## src/rtl/sctag_pcx_rptr_pipe.sv

```systemverilog
// Registered long-haul repeater between the crossbar and sctag: a chain of two-entry
// skid-buffer stages, so neither valid nor stall has a combinational path through the block.
module sctag_pcx_rptr_pipe #(
    parameter int WIDTH  = 164,
    parameter int STAGES = 2,
    parameter int OCCW   = 3
) (
    input  logic             rclk,
    input  logic             arst_l,
    input  logic [WIDTH-1:0] in_data,
    input  logic             in_vld,
    output logic             in_stall,
    output logic [WIDTH-1:0] out_data,
    output logic             out_vld,
    input  logic             out_stall,
    output logic [OCCW-1:0]  occ
);

    typedef enum logic [1:0] {
        ST_EMPTY = 2'd0,
        ST_ONE   = 2'd1,
        ST_TWO   = 2'd2
    } st_e;

    logic [STAGES-1:0] vld_s;
    logic [STAGES-1:0] rdy_s;
    logic [STAGES-1:0] up_vld_s;
    logic [STAGES-1:0] dn_rdy_s;
    logic [WIDTH-1:0]  m_s       [STAGES];
    logic [WIDTH-1:0]  up_data_s [STAGES];
    logic              in_xfer_s;
    logic              out_xfer_s;
    logic [OCCW-1:0]   occ_q;
    logic [OCCW-1:0]   occ_d;

    for (genvar k = 0; k < STAGES; k++) begin : g_stage
        st_e              state_q;
        logic [WIDTH-1:0] m_q;
        logic [WIDTH-1:0] s_q;
        logic             push_s;
        logic             pop_s;

        if (k == 0) begin : g_head
            assign up_vld_s[k]  = in_vld;
            assign up_data_s[k] = in_data;
        end else begin : g_link
            assign up_vld_s[k]  = vld_s[k-1];
            assign up_data_s[k] = m_s[k-1];
        end

        if (k == STAGES - 1) begin : g_tail
            assign dn_rdy_s[k] = ~out_stall;
        end else begin : g_fwd
            assign dn_rdy_s[k] = rdy_s[k+1];
        end

        // Ready and valid come straight from the state flop, never from neighbours.
        assign rdy_s[k] = (state_q != ST_TWO);
        assign vld_s[k] = (state_q != ST_EMPTY);
        assign m_s[k]   = m_q;
        assign push_s   = up_vld_s[k] & rdy_s[k];
        assign pop_s    = vld_s[k] & dn_rdy_s[k];

        // Per-stage skid FSM: M is always the head, S catches the item that arrives while stalled.
        always_ff @(posedge rclk or negedge arst_l) begin
            if (!arst_l) begin
                state_q <= ST_EMPTY;
                m_q     <= '0;
                s_q     <= '0;
            end else begin
                case (state_q)
                    ST_EMPTY: begin
                        if (push_s) begin
                            state_q <= ST_ONE;
                            m_q     <= up_data_s[k];
                        end
                    end
                    ST_ONE: begin
                        if (push_s && pop_s) begin
                            m_q <= up_data_s[k];
                        end else if (push_s) begin
                            state_q <= ST_TWO;
                            s_q     <= up_data_s[k];
                        end else if (pop_s) begin
                            state_q <= ST_EMPTY;
                        end
                    end
                    ST_TWO: begin
                        if (pop_s) begin
                            state_q <= ST_ONE;
                            m_q     <= s_q;
                        end
                    end
                    default: begin
                        state_q <= ST_EMPTY;
                    end
                endcase
            end
        end
    end

    assign in_xfer_s  = in_vld & rdy_s[0];
    assign out_xfer_s = vld_s[STAGES-1] & ~out_stall;

    // Internal hand-offs are occupancy-neutral, so only the boundary transfers move the count.
    always_comb begin
        occ_d = occ_q;
        if (in_xfer_s && !out_xfer_s) begin
            occ_d = occ_q + OCCW'(1);
        end else if (!in_xfer_s && out_xfer_s) begin
            occ_d = occ_q - OCCW'(1);
        end else begin
            occ_d = occ_q;
        end
    end

    // Occupancy register, updated on the same edge as the stage state flops.
    always_ff @(posedge rclk or negedge arst_l) begin
        if (!arst_l) begin
            occ_q <= '0;
        end else begin
            occ_q <= occ_d;
        end
    end

    assign in_stall = ~rdy_s[0];
    assign out_vld  = vld_s[STAGES-1];
    assign out_data = m_s[STAGES-1];
    assign occ      = occ_q;

endmodule

```

## config.mk

```make
export PLATFORM = sky130hd
export DESIGN_NAME = sctag_pcx_rptr_pipe
export DESIGN_NICKNAME = d
export VERILOG_FILES = /design/src/rtl/sctag_pcx_rptr_pipe.sv
export SDC_FILE = /design/constraint.sdc
export NUM_CORES = 1
export LEC_CHECK = 0
export ABC_AREA = 1
export CAP_MARGIN = 20
export CELL_PAD_IN_SITES_DETAIL_PLACEMENT = 0
export CELL_PAD_IN_SITES_GLOBAL_PLACEMENT = 1
export CORE_MARGIN = 10
export CORE_UTILIZATION = 35
export CTS_CLUSTER_SIZE = 16
export DETAILED_ROUTE_END_ITERATION = 16
export DONT_BUFFER_PORTS = 1
export GPL_TIMING_DRIVEN = 0
export PLACE_DENSITY = 0.7
export SLEW_MARGIN = 0
export SYNTH_ARGS = -nofsm -noshare
export SYNTH_HDL_FRONTEND = slang
export SYNTH_SLANG_ARGS = --single-unit
```

## constraint.sdc

```tcl
create_clock -name rclk -period 2.4 [get_ports rclk]
set_input_delay 0.24 -clock rclk [delete_from_list [all_inputs] [get_ports rclk]]
set_output_delay 0.24 -clock rclk [all_outputs]
set_load 0.02 [all_outputs]
```

==> flow_summary.json <==
{
  "start_util_pct": 35.4,
  "drv_cap": 0,
  "hold_buffers": 167,
  "root_buffer": "clkbuf_16",
  "die_w_um": 308,
  "path_cells": "inv_2, nand2_2, clkdlybuf4s15_1, buf_2, nand2_1, o21ai_0, nand3_1, nand2_1",
  "num_rows": 105,
  "worstSetupPathType": "reg -> reg",
  "cp_slowest_cell": "clkdlybuf4s15_1",
  "cts_setup_buffers": 0,
  "synthCells": 3587,
  "critPathBufInv": 3,
  "grt_pass1_vias": 23800,
  "drcViolationCount": 0,
  "fin_worst_skew_ns": 0.0241,
  "cts_sinks": 663,
  "die_area_um2": 94900,
  "fin_ws_ns": 0.149,
  "clk_path_buf_depth": 3,
  "power.leakage_nw": 17.5,
  "layout.nets": 4005,
  "hpwl_um": 63100,
  "dr_total_vias": 23800,
  "grt-ovfl-total": 0,
  "hold_ws_ns": -0.682,
  "violations": "hold timing, slew limit",
  "drtPass1Iterations": 5,
  "drt_iter0_drc": 1746,
  "max-vdd-ir-drop_mv": 0.702,
  "grt_pass1_wl_um": 143000,
  "design.core.area_um2": 82100,
  "drive_above_1_share_pct": 7.09,
  "detail_route.vias_per_cell": 4.79,
  "wl_per_cell_um": 18.4,
  "powerDensity_nw_per_um2": 1230,
  "max_freq_mhz": 444,
  "fin_area_um2": 34700,
  "cp.arrival_ns": 2.80,
  "grt_use_total_pct": 19.1,
  "ys_ff_latch": 663,
  "rsz0062_at_grt": "false",
  "antenna_found_initial": 14,
  "syn_area_um2": 29000,
  "holdCritPathClass": "in -> async",
  "postRouteAntennaNets": 0,
  "slowest_delay_ns": 0.80,
  "finalSetupViolCount": 0,
  "finalMaxSlewViolations": 419,
  "seq_area_frac_synth_pct": 57.1,
  "clk_latency_ns": 0.63,
  "outcome": "complete, but fails checks",
  "tns_ns": 0,
  "syn-num-nets": 3757,
  "routed_wl_um": 91300,
  "cts_htree_levels": 3,
  "ys_types": 18,
  "grt_max_degree": 664,
  "die_h_um": 308,
  "cts_tree": "done",
  "avgSynthCellArea_um2": 8.09,
  "ios": 337,
  "gp_congestion": 0.789,
  "dp_slack_ns": -0.172,
  "hold_viol": 392,
  "path_common_cell": "nand2_1",
  "port_buffers": 0,
  "path_clk_slew_ns": 0.06,
  "critPathRequiredTime_ns": 2.95,
  "worst-path-max-fanout": 10,
  "tightest_slew_ns": 3.71,
  "period_share_pct": 93.8,
  "slew_headroom_pct": -147,
  "cp_top_family": "buffers and inverters",
  "yosysWarnings": 0,
  "cts_made_buffers": 79,
  "dpl_cell_area_um2": 30400,
  "syn2layout_area_growth_pct": 19.6,
  "endpoint_kind": "flip-flop",
  "startpoint_type": "flip-flop",
  "min_period_ns": 2.25
}
flip-flops by register name, indices dropped and copies added, names as in the netlist:
register	cells
g_stage.m_q	164
out_data	164
occ	3
g_stage.s_q	328
g_stage.state_q	4
what timing repair did:
action,CTS,global route
gates resized for setup,2,10
gates cloned,0,0
endpoints found under the setup margin,11,28
endpoints found under the hold margin,995,663
layer usage:
metal | routed length (µm) | vias to the layer above | track usage, %
met5 | 45 | - | 0
met4 | 1780 | 8 | 4.63
met3 | 5510 | 113 | 4.32
met2 | 42800 | 497 | 30.6
met1 | 41200 | 11300 | 25.9
li1 | - | 11900 | -
final timing paths:
path | from | endpoint | slack (ns) | cells past startpoint
worst max-delay path | g_stage[0].state_q[0] | g_stage[0].m_q[155] | 0.15 | 8
worst min-delay path | arst_l | g_stage[0].s_q[139] | -0.68 | 0
worst max register to register | g_stage[0].state_q[0] | g_stage[0].m_q[155] | 0.15 | 8
worst min register to register | g_stage[0].m_q[159] | g_stage[0].m_q[159] | 0.47 | 2
max in group asynchronous | arst_l | out_data[47] | 0.18 | 0
min in group rclk | in_vld | occ[0] | 0.08 | 4
report_power, final:
group | switching (mW) | leakage, nW | internal, mW
combinational | 7.20 | 8.11 | 3.63
sequential | 4.17 | 8.09 | 15.7
clock | 4.97 | 1.29 | 7.17
total | 16.3 | 17.5 | 26.5
cell type report:
type | count | area (µm²)
Clock inverter | 27 | 380
Timing Repair Buffer | 167 | 1670
Fill cell | 8363 | 47400
Inverter | 339 | 1280
Antenna cell | 5 | 12.5
Multi-Input combinational cell | 2333 | 10100
Clock buffer | 113 | 2260
Buffer | 252 | 1140
Tap cell | 1070 | 1340
Sequential cell | 663 | 16600
through the flow:
| stage | cells | util [%] | hold slack, ns | power (mW) |
|---|---|---|---|---|
| 2_1_floorplan | 3587 | - | -0.0556 | 26.8 |
| 6_report | 4969 | 42.3 | -0.682 | 42.9 |
| 5_1_grt | 4969 | 42.3 | -0.713 | 46.1 |
| 4_1_cts | 4964 | 42.3 | -0.730 | 43.5 |
| 3_3_place_gp | 4657 | 37.0 | -0.0376 | 30.5 |
| 3_5_place_dp | 4657 | 37.0 | -0.0361 | 30.8 |
cell usage in the layout (no fill, tap or decap), types with 3 or more instances in the layout:
cell           Yosys  layout
buf_1             11      11
buf_2            144     144
inv_2              3       3
dfrtp_1          663     663
clkinv_2           0      11
nand2_1         1329    1328
clkinv_16          0       3
diode_2            0       5
o21ai_1          120     120
clkbuf_16          0      79
o21ai_0          538     538
clkbuf_8           0      16
bufinv_16          0       5
nand3_1          332     332
inv_6              0       3
inv_1            336     335
dlygate4sd3_1      0     167
nor2_1             7       6
clkbuf_1          97     112
clkinvlp_4         0       4
synth_stat cells:
library cell  instances  area, µm²
o21ai_1             120        601
xor2_1                1       8.76
nor2_1                7       26.3
nand2_1            1329       4990
clkbuf_1             97        364
o21ai_0             538       2690
fa_1                  1       20.0
o31ai_1               1       7.51
dfrtp_1             663      16600
xnor2_1               1       8.76
nand2_2               1       6.26
buf_1                11       41.3
nand3_1             332       1660
inv_1               336       1260
buf_2               144        721
ha_1                  1       12.5
inv_2                 3       11.3
nor2_4                1       11.3
cell families (layout without fill, tap and decap cells):
logic type      Yosys count  after routing  share of synthesized area (%)
buf+inv                 591            898                           8.26
other cells               0              5                              0
simple gates           1670           1670                           23.1
fa+ha+maj                 2              2                          0.112
xor+xnor                  2              2                         0.0603
compound gates          659            659                           11.4
flops                   663            663                           57.1
Power figures use the tool's default switching activity.
